[config.mk]
export PLATFORM = sky130hd
export DESIGN_NAME = load_store_unit
export DESIGN_NICKNAME = d
export VERILOG_FILES = /design/src/rtl/load_store_unit.sv
export SDC_FILE = /design/constraint.sdc
export NUM_CORES = 1
export LEC_CHECK = 0
export CORE_MARGIN = 1
export CORE_UTILIZATION = 46
export DETAILED_ROUTE_END_ITERATION = 16
export PLACE_DENSITY = 0.95
export SYNTH_ARGS = -nofsm -noshare
export SYNTH_HDL_FRONTEND = slang
export SYNTH_SLANG_ARGS = --single-unit
[constraint.sdc]
create_clock -name clk -period 3.4 [get_ports clk]
set_input_delay 0.68 -clock clk [delete_from_list [all_inputs] [get_ports clk]]
set_output_delay 0.68 -clock clk [all_outputs]
set_load 0.1 [all_outputs]
[src/rtl/load_store_unit.sv]
// Load/store unit: accepts one load or store from execute, issues a single
// word-aligned access to the data cache, then returns a formatted load result
// (wb) or a store_done pulse. Three-state FSM: IDLE -> WAIT_MEM -> RESP -> IDLE.
//
// Handshake: a request transfers on a rising edge where req_valid && req_ready;
// req_ready is high only in IDLE. Toward the cache, mem_req stays high with all
// mem_* fields stable until the cycle in which mem_ack is sampled high.
//
// Optional feature macro: LSU_MISALIGN_TRAP_EN. When defined, misaligned
// halfword/word accesses are rejected with a one-cycle misaligned pulse and no
// cache access. When undefined, misaligned is tied 0 and the offending low
// address bits are ignored.

package load_store_unit_pkg;

    typedef enum logic [2:0] {
        F3_BYTE       = 3'b000,
        F3_HALFWORD   = 3'b001,
        F3_WORD       = 3'b010,
        F3_BYTE_U     = 3'b100,
        F3_HALFWORD_U = 3'b101
    } load_store_funct3_t;

    typedef struct packed {
        logic [31:0] data;
        logic        valid;
    } write_back_t;

    typedef enum logic [1:0] {
        ST_IDLE     = 2'd0,
        ST_WAIT_MEM = 2'd1,
        ST_RESP     = 2'd2
    } lsu_state_t;

    // Access size from funct3: 0 = byte, 1 = halfword, 2 = word.
    // Reserved encodings (011, 110, 111) fall into the word bucket via bit 1.
    function automatic logic [1:0] size_of(input logic [2:0] f3);
        if (f3[1]) begin
            return 2'd2;
        end else if (f3[0]) begin
            return 2'd1;
        end else begin
            return 2'd0;
        end
    endfunction

endpackage

module load_store_unit
    import load_store_unit_pkg::*;
#(
    parameter int ADDR_WIDTH = 32
) (
    input  logic                  clk,
    input  logic                  rst_n,
    input  logic                  req_valid,
    output logic                  req_ready,
    input  logic                  req_is_store,
    input  logic [2:0]            req_funct3,
    input  logic [ADDR_WIDTH-1:0] req_addr,
    input  logic [31:0]           req_wdata,
    output logic                  mem_req,
    output logic [ADDR_WIDTH-1:0] mem_addr,
    output logic                  mem_write_en,
    output logic [3:0]            mem_byte_en,
    output logic [31:0]           mem_wdata,
    input  logic                  mem_ack,
    input  logic [31:0]           mem_rdata,
    output write_back_t           wb,
    output logic                  store_done,
    output logic                  misaligned,
    output lsu_state_t            dbg_state
);

    lsu_state_t            state_q, state_d;
    logic                  is_store_q, is_store_d;
    logic [2:0]            funct3_q, funct3_d;
    logic [1:0]            addr_lo_q, addr_lo_d;
    logic                  mem_req_q, mem_req_d;
    logic [ADDR_WIDTH-1:0] mem_addr_q, mem_addr_d;
    logic                  mem_write_en_q, mem_write_en_d;
    logic [3:0]            mem_byte_en_q, mem_byte_en_d;
    logic [31:0]           mem_wdata_q, mem_wdata_d;
    logic                  wb_valid_q, wb_valid_d;
    logic [31:0]           wb_data_q, wb_data_d;
    logic                  store_done_q, store_done_d;
    logic                  misaligned_q, misaligned_d;

    logic [1:0]  req_size;
    logic [1:0]  req_lo;
    logic [3:0]  req_be;
    logic [31:0] req_wd;
    logic        req_mis;
    logic [31:0] lane;
    logic        load_signed;
    logic [31:0] load_fmt;

    // Decode the incoming request into effective lane offset, byte enables and replicated data.
    always_comb begin
        req_size = size_of(req_funct3);
        req_lo   = 2'b00;
        req_be   = 4'b1111;
        req_wd   = req_wdata;
        case (req_size)
            2'd0: begin
                req_lo = req_addr[1:0];
                req_be = 4'b0001 << req_addr[1:0];
                req_wd = {4{req_wdata[7:0]}};
            end
            2'd1: begin
                req_lo = {req_addr[1], 1'b0};
                req_be = 4'b0011 << {req_addr[1], 1'b0};
                req_wd = {2{req_wdata[15:0]}};
            end
            default: begin
            end
        endcase
    end

`ifdef LSU_MISALIGN_TRAP_EN
    // Flag halfword accesses on odd addresses and word accesses off a word boundary.
    always_comb begin
        req_mis = ((req_size == 2'd1) && req_addr[0]) ||
                  ((req_size == 2'd2) && (req_addr[1:0] != 2'b00));
    end
`else
    assign req_mis = 1'b0;
`endif

    // Shift the addressed lane down to bit 0 and apply sign or zero extension.
    always_comb begin
        lane        = mem_rdata >> {addr_lo_q, 3'b000};
        load_signed = ~funct3_q[2];
        case (size_of(funct3_q))
            2'd0:    load_fmt = {{24{load_signed & lane[7]}}, lane[7:0]};
            2'd1:    load_fmt = {{16{load_signed & lane[15]}}, lane[15:0]};
            default: load_fmt = lane;
        endcase
    end

    // Next-state and next-output logic for the access FSM.
    always_comb begin
        state_d        = state_q;
        is_store_d     = is_store_q;
        funct3_d       = funct3_q;
        addr_lo_d      = addr_lo_q;
        mem_req_d      = mem_req_q;
        mem_addr_d     = mem_addr_q;
        mem_write_en_d = mem_write_en_q;
        mem_byte_en_d  = mem_byte_en_q;
        mem_wdata_d    = mem_wdata_q;
        wb_data_d      = wb_data_q;
        wb_valid_d     = 1'b0;
        store_done_d   = 1'b0;
        misaligned_d   = 1'b0;
        case (state_q)
            ST_IDLE: begin
                if (req_valid) begin
                    is_store_d    = req_is_store;
                    funct3_d      = req_funct3;
                    addr_lo_d     = req_lo;
                    mem_addr_d    = {req_addr[ADDR_WIDTH-1:2], 2'b00};
                    mem_byte_en_d = req_be;
                    mem_wdata_d   = req_wd;
                    if (req_mis) begin
                        // Rejected access: no cache request, only the trap pulse.
                        state_d      = ST_RESP;
                        misaligned_d = 1'b1;
                    end else begin
                        state_d        = ST_WAIT_MEM;
                        mem_req_d      = 1'b1;
                        mem_write_en_d = req_is_store;
                    end
                end
            end
            ST_WAIT_MEM: begin
                if (mem_ack) begin
                    state_d        = ST_RESP;
                    mem_req_d      = 1'b0;
                    mem_write_en_d = 1'b0;
                    if (is_store_q) begin
                        store_done_d = 1'b1;
                    end else begin
                        wb_valid_d = 1'b1;
                        wb_data_d  = load_fmt;
                    end
                end
            end
            ST_RESP: begin
                state_d = ST_IDLE;
            end
            default: begin
                state_d = ST_IDLE;
            end
        endcase
    end

    // State and output registers; reset aborts any access in flight.
    always_ff @(posedge clk or negedge rst_n) begin
        if (!rst_n) begin
            state_q        <= ST_IDLE;
            is_store_q     <= 1'b0;
            funct3_q       <= 3'b000;
            addr_lo_q      <= 2'b00;
            mem_req_q      <= 1'b0;
            mem_addr_q     <= '0;
            mem_write_en_q <= 1'b0;
            mem_byte_en_q  <= 4'b0000;
            mem_wdata_q    <= 32'h0;
            wb_valid_q     <= 1'b0;
            wb_data_q      <= 32'h0;
            store_done_q   <= 1'b0;
            misaligned_q   <= 1'b0;
        end else begin
            state_q        <= state_d;
            is_store_q     <= is_store_d;
            funct3_q       <= funct3_d;
            addr_lo_q      <= addr_lo_d;
            mem_req_q      <= mem_req_d;
            mem_addr_q     <= mem_addr_d;
            mem_write_en_q <= mem_write_en_d;
            mem_byte_en_q  <= mem_byte_en_d;
            mem_wdata_q    <= mem_wdata_d;
            wb_valid_q     <= wb_valid_d;
            wb_data_q      <= wb_data_d;
            store_done_q   <= store_done_d;
            misaligned_q   <= misaligned_d;
        end
    end

    assign req_ready    = (state_q == ST_IDLE);
    assign mem_req      = mem_req_q;
    assign mem_addr     = mem_addr_q;
    assign mem_write_en = mem_write_en_q;
    assign mem_byte_en  = mem_byte_en_q;
    assign mem_wdata    = mem_wdata_q;
    assign wb           = '{data: wb_data_q, valid: wb_valid_q};
    assign store_done   = store_done_q;
    assign misaligned   = misaligned_q;
    assign dbg_state    = state_q;

endmodule

==> results of run 1 <==
## kinds of logic (layout without fill, tap and decap cells)
kind of cell / Yosys count / after routing / share of synthesized area (%)
other: 1 / 3 / 0.0747
DFF: 110 / 110 / 54.8
AOI/OAI and AO/OA: 75 / 75 / 8.02
and+or+nand+nor: 271 / 271 / 22.2
buffers and inverters: 44 / 233 / 3.99
muxes: 52 / 52 / 10.9
## sequential cells by signal, indices dropped and copies added (netlist names)
register / cells
wb_data_q: 32
mem_addr: 30
wb_valid_q: 1
mem_byte_en: 4
dbg_state: 2
mem_wdata: 32
funct3_q: 3
mem_req: 1
is_store_q: 1
mem_write_en: 1
addr_lo_q: 2
store_done: 1
## path summary, 6_finish.rpt
path                            endpoint  depth (start not counted)
setup / recovery                  wb[30]                          1
hold / removal             wb_data_q[14]                          1
setup reg to reg           wb_data_q[23]                          3
hold reg to reg             mem_wdata[6]                          2
max in group asynchronous  mem_wdata[16]                          2
min in group clk            mem_wdata[6]                          2
## Yosys cell counts
master     number
a21oi_1        24
a31oi_1         3
and2_1          9
buf_2           7
buf_4           5
buf_6           1
clkbuf_1       27
clkinv_1        1
conb_1          1
dfrtp_1       110
inv_1           3
mux2_2          8
mux2i_1        43
mux4_1          1
nand2_1       182
nand2b_1        3
nand3_1        33
nand3b_1        2
nand4bb_1       1
nor2_1         36
nor2_2          1
nor2b_1         2
nor3_1          1
o211ai_1        1
o211ai_2        1
o21ai_0        42
o21bai_1        1
o2bb2ai_1       1
o311ai_0        1
o31a_1          1
or2_2           1
## cells in the final DEF, fill, tap and decap left out, types with 2 or more instances in the layout
cell	Yosys	layout
nor2_1	36	36
inv_1	3	3
clkbuf_8	0	11
nor2b_1	2	2
o21ai_0	42	42
buf_12	0	2
nand2b_1	3	3
a21oi_1	24	24
clkdlybuf4s50_1	0	163
mux2i_1	43	43
nand3_1	33	33
nand3b_1	2	2
nand2_1	182	181
and2_1	9	8
mux2_2	8	8
clkinv_2	0	2
buf_4	5	51
conb_1	1	3
dfrtp_1	110	110
a31oi_1	3	3
## where the power goes
| part | total [mW] | switching [mW] | internal [mW] |
|---|---|---|---|
| Clock | 0.708 | 0.415 | 0.293 |
| Combinational | 4.78 | 3.79 | 0.990 |
| Sequential | 2.01 | 0.280 | 1.73 |
## metrics by stage
| step | instances | setup slack [ps] | hold slack, ps |
|---|---|---|---|
| after CTS | 880 | 798 | 319 |
| final | 880 | 806 | 314 |
| after floorplan | 555 | 98.3 | 384 |
| after global placement | 867 | 679 | 457 |
| after global routing | 880 | 760 | 339 |
| after detailed placement | 867 | 594 | 466 |
## area by class of cell
class | instances | area, µm²
clock buffers | 11 | 151
clock inverters | 2 | 10.0
fillers | 785 | 3230
inverters | 4 | 15.0
multi-input cells | 401 | 2080
flip-flops and latches | 110 | 2750
well taps | 136 | 170
repair buffers | 216 | 2050
## layer usage
metal  share of wire [%]  vias up
li1                    -     2179
met1                  37     2216
met2                  49      271
met3                  10       38
met4                 3.8        0
met5                   0        -
==> results.json, run 1 <==
{
  "row_count": 37,
  "fin_crit_sh_pct": 76.3,
  "maxCapViolations": 0,
  "clock-root-buffer": "clkbuf_8",
  "die_y_um": 106,
  "vias": 4704,
  "path_clk_slew_ps": 100,
  "grt_usage_pct": 27.8,
  "cts-hold-fix-buffers": 0,
  "r2r_start": "addr_lo_q[1]",
  "fin_nets": 846,
  "cts_setup_buffers": 0,
  "met2_usage_pct": 46.2,
  "hold_viol": 0,
  "rrSetupSlack_ps": 1420,
  "critPathLaunchType": "register",
  "power_mw": 7.50,
  "wire_per_inst_um": 17.3,
  "ctsResizeCount": 0,
  "antenna_cells": 0,
  "stdcell_area_um2": 7230,
  "cp_top_family": "buffers and inverters",
  "setup_viol": 0,
  "crit_start": "wb_data_q[29]",
  "yosys_register_bits": 110,
  "wl_mm": 15.3,
  "yosysSeqAreaShare_pct": 54.8,
  "critical_path_arrival_ps": 1910,
  "grt_max_degree": 66,
  "synth_top_cell_area_share_pct": 54.8,
  "cts_tree": "yes",
  "grt.busiest_layer": "met2",
  "synth_area_leaders": "dfrtp_1, nand2_1, mux2i_1, o21ai_0, nand3_1",
  "status": "complete, no violations",
  "rsz0062_at_grt": "false",
  "fmax_mhz": 386,
  "crit_type": "reg2out",
  "gr-usage-met1_pct": 32.7,
  "die_w_um": 106,
  "post-route-drc-count": 0,
  "hpwl_mm": 11.5,
  "synthesis.area_um2": 5020,
  "synth_cell_type_count": 31,
  "cp.required_ps": 2720,
  "core_area_um2": 10500,
  "cts_max_path_buffers": 2,
  "yosysTopAreaCell": "dfrtp_1",
  "crit_chain": "clkdlybuf4s50_1",
  "firstDrtPassIters": 6,
  "worstMarginPinSlew_ps": 1010,
  "gr-total-overflow": 0,
  "crit_slowest_cell": "clkdlybuf4s50_1",
  "die-area_um2": 11300,
  "numCtsBuffers": 9,
  "syn2layout_area_growth_pct": 44.1,
  "fin_skew_ps": 7.24,
  "max_stage_delay_ps": 1150,
  "finalSetupTns_ps": 0,
  "grt_pass1_wl_mm": 24.3,
  "cp_num_buf_inv": 1,
  "path_max_fanout": 2,
  "final_core_util_pct": 69.1,
  "antenna_found_initial": 0,
  "dpl_cell_area_um2": 7070,
  "io_pins": 212,
  "finalCriticalPeriod_ps": 2590,
  "insertion_delay_ps": 360,
  "leakage_nw": 3.42,
  "drive_above_1_share_pct": 10.6,
  "ant_nets": 0,
  "vdd_drop_max_mv": 1.15,
  "cp-end-kind": "output port",
  "grt_pass1_vias": 4854,
  "holdCritPathClass": "in2async",
  "initial_core_util_pct": 48.0,
  "numClockSinks": 110,
  "via_per_inst": 5.35,
  "routabilityCongestion": 0.948,
  "slew_headroom_pct": 32.7,
  "io_buffer_count": 208,
  "cts_max_level": 3,
  "syn_area_per_cell_um2": 9.08,
  "cellPowerDensity_nw_per_um2": 1040,
  "drt_iter0_drc": 267,
  "synthCells": 553,
  "use_met3_pct": 9.20,
  "yosysWarnings": 0,
  "slew_viol_final": 0
}
No activity file was read; power rests on OpenSTA's default activity.
==> run 2: changes to the inputs <==
Settings changed: CORE_UTILIZATION 46 to 43, PLACE_DENSITY 0.95 to 0.92.
Clock period 3.4 ns to 2.46 ns, I/O delays scaled along.
==> run 2 against run 1 <==
Cell count increased by 1.7%. Design area is 1.1% higher. Critical endpoint is now wb_data_q[28]. Highest routed layer unchanged. First-iteration DRC count grew 23%. Combinational power up 35%. Via count decreased by 2.8%. Power grew 45%. Flip-flop and latch count did not move.
==> results.json, run 2 (same netlist as run 1, synthesis figures left out) <==
{
  "status": "complete, no violations",
  "slew_viol_final": 0,
  "final_common_cell": "nand2_1",
  "firstDrtPassIters": 4,
  "drive_above_1_share_pct": 19.7,
  "die_w_um": 110,
  "fin_crit_sh_pct": 77.7,
  "path_max_fanout": 13,
  "final_cell_mix": "nand2_1, buf_4, dfrtp_1, clkdlybuf4s50_1, mux2i_1",
  "wl_mm": 15.1,
  "die_y_um": 110,
  "fin_skew_ps": 7.17,
  "antenna_found_initial": 0,
  "clock-root-buffer": "clkbuf_16",
  "antenna_cells": 0,
  "vdd_drop_max_mv": 1.50,
  "cts-hold-fix-buffers": 0,
  "die-area_um2": 12100,
  "grt_pass1_wl_mm": 22.9,
  "rsz0062_at_grt": "false",
  "cts_setup_buffers": 0,
  "r2r_start": "addr_lo_q[1]",
  "path_clk_slew_ps": 70,
  "setup_viol": 0,
  "critPathLaunchType": "register",
  "syn2layout_area_growth_pct": 45.6,
  "routabilityCongestion": 0.895,
  "rrSetupSlack_ps": 550,
  "initial_core_util_pct": 44.0,
  "via_per_inst": 5.11,
  "routed.top_layer": "met4",
  "wl_met1_mm": 5.95,
  "cp_num_buf_inv": 1,
  "numCtsBuffers": 9,
  "ant_nets": 0,
  "numClockSinks": 110,
  "leakage_nw": 3.58,
  "ctsResizeCount": 0,
  "cellPowerDensity_nw_per_um2": 1490,
  "grt_usage_pct": 25.5,
  "holdCritPathClass": "in2async",
  "cts_tree": "yes",
  "gr-total-overflow": 0,
  "vias": 4570,
  "maxCapViolations": 0,
  "crit_slowest_cell": "mux4_1",
  "fmax_mhz": 523,
  "cp.required_ps": 2680,
  "wire_per_inst_um": 16.8,
  "drt_iter0_drc": 328,
  "finalCriticalPeriod_ps": 1910,
  "final_core_util_pct": 64.0,
  "cts_max_path_buffers": 2,
  "r2r_end": "wb_data_q[28]",
  "cp-end-kind": "register",
  "grt_max_degree": 111,
  "cts_max_level": 3,
  "row_count": 39,
  "io_pins": 212,
  "post-route-drc-count": 0,
  "crit_chain": "mux4_1, o211ai_2, buf_4, nand3_1",
  "io_buffer_count": 208,
  "critical_path_arrival_ps": 2130,
  "max_stage_delay_ps": 650,
  "crit_type": "reg2reg",
  "insertion_delay_ps": 340,
  "finalSetupTns_ps": 0,
  "worstMarginPinSlew_ps": 605,
  "cp_top_family": "multiplexers",
  "fin_nets": 851,
  "core_area_um2": 11400,
  "wl_met3_mm": 1.44,
  "r2r_cells": 4,
  "slew_headroom_pct": 59.7,
  "grt_pass1_vias": 4481,
  "route.met2.wl_mm": 7.50,
  "hold_viol": 0,
  "hpwl_mm": 11.4
}
## run 2: cell count changes in the layout (fill, tap and decap cells not counted), sizes merged
cell	before	now
buf	53	119
clkdlybuf4s50	163	102
clkinvlp	0	3
bufinv	0	2
clkinv	3	1
## run 2: worst register-to-register path, stage by stage (launching register included)
cell and delay [ps]:
dfrtp_1 600, mux4_1 650, o211ai_2 220, buf_4 230
nand3_1 90
## run 2: where the power goes
part | internal, mW | leakage, nW | switching (mW)
registers | 2.39 | 1.36 | 0.419
logic | 1.27 | 2.08 | 5.20
clock network | 0.921 | 0.148 | 0.653
total | 4.58 | 3.58 | 6.28
## run 2: metrics by stage
step	instances	setup WS (ps)	power [mW]	hold slack (ps)	instance area, µm²
2_1_floorplan	555	91.4	7.76	196	5040
3_3_place_gp	879	276	9.22	460	6990
3_5_place_dp	879	220	9.32	464	6990
4_1_cts	895	552	10.9	254	7310
5_1_grt	895	453	11.3	262	7310
6_report	895	548	10.9	206	7310
## run 2: layout make-up
type                            instances  area, µm²
Clock buffer                           11        243
Clock inverter                          5       82.6
Fill cell                             895       4110
Inverter                                4       15.0
Multi-Input combinational cell        401       2090
Sequential cell                       110       2750
Tap cell                              143        179
Timing Repair Buffer                  221       1950
## run 2: how the worst max path moves through the flow
stage                       start       endpoint  slack [ps]  cells past startpoint
floorplan            dbg_state[0]   mem_addr[28]          90                      6
global placement          mem_ack  wb_data_q[11]         280                      5
CTS                  addr_lo_q[1]  wb_data_q[28]         550                      4
finish               addr_lo_q[1]  wb_data_q[28]         550                      4
global route         addr_lo_q[1]  wb_data_q[21]         450                      4
detailed placement  mem_rdata[23]  wb_data_q[28]         220                      5
## run 2: per-layer routing
layer	GRT usage, %	vias to the layer above
met5	0	-
met4	7.43	0
met3	8.88	13
met2	44.2	177
met1	29.7	2185
li1	-	2195
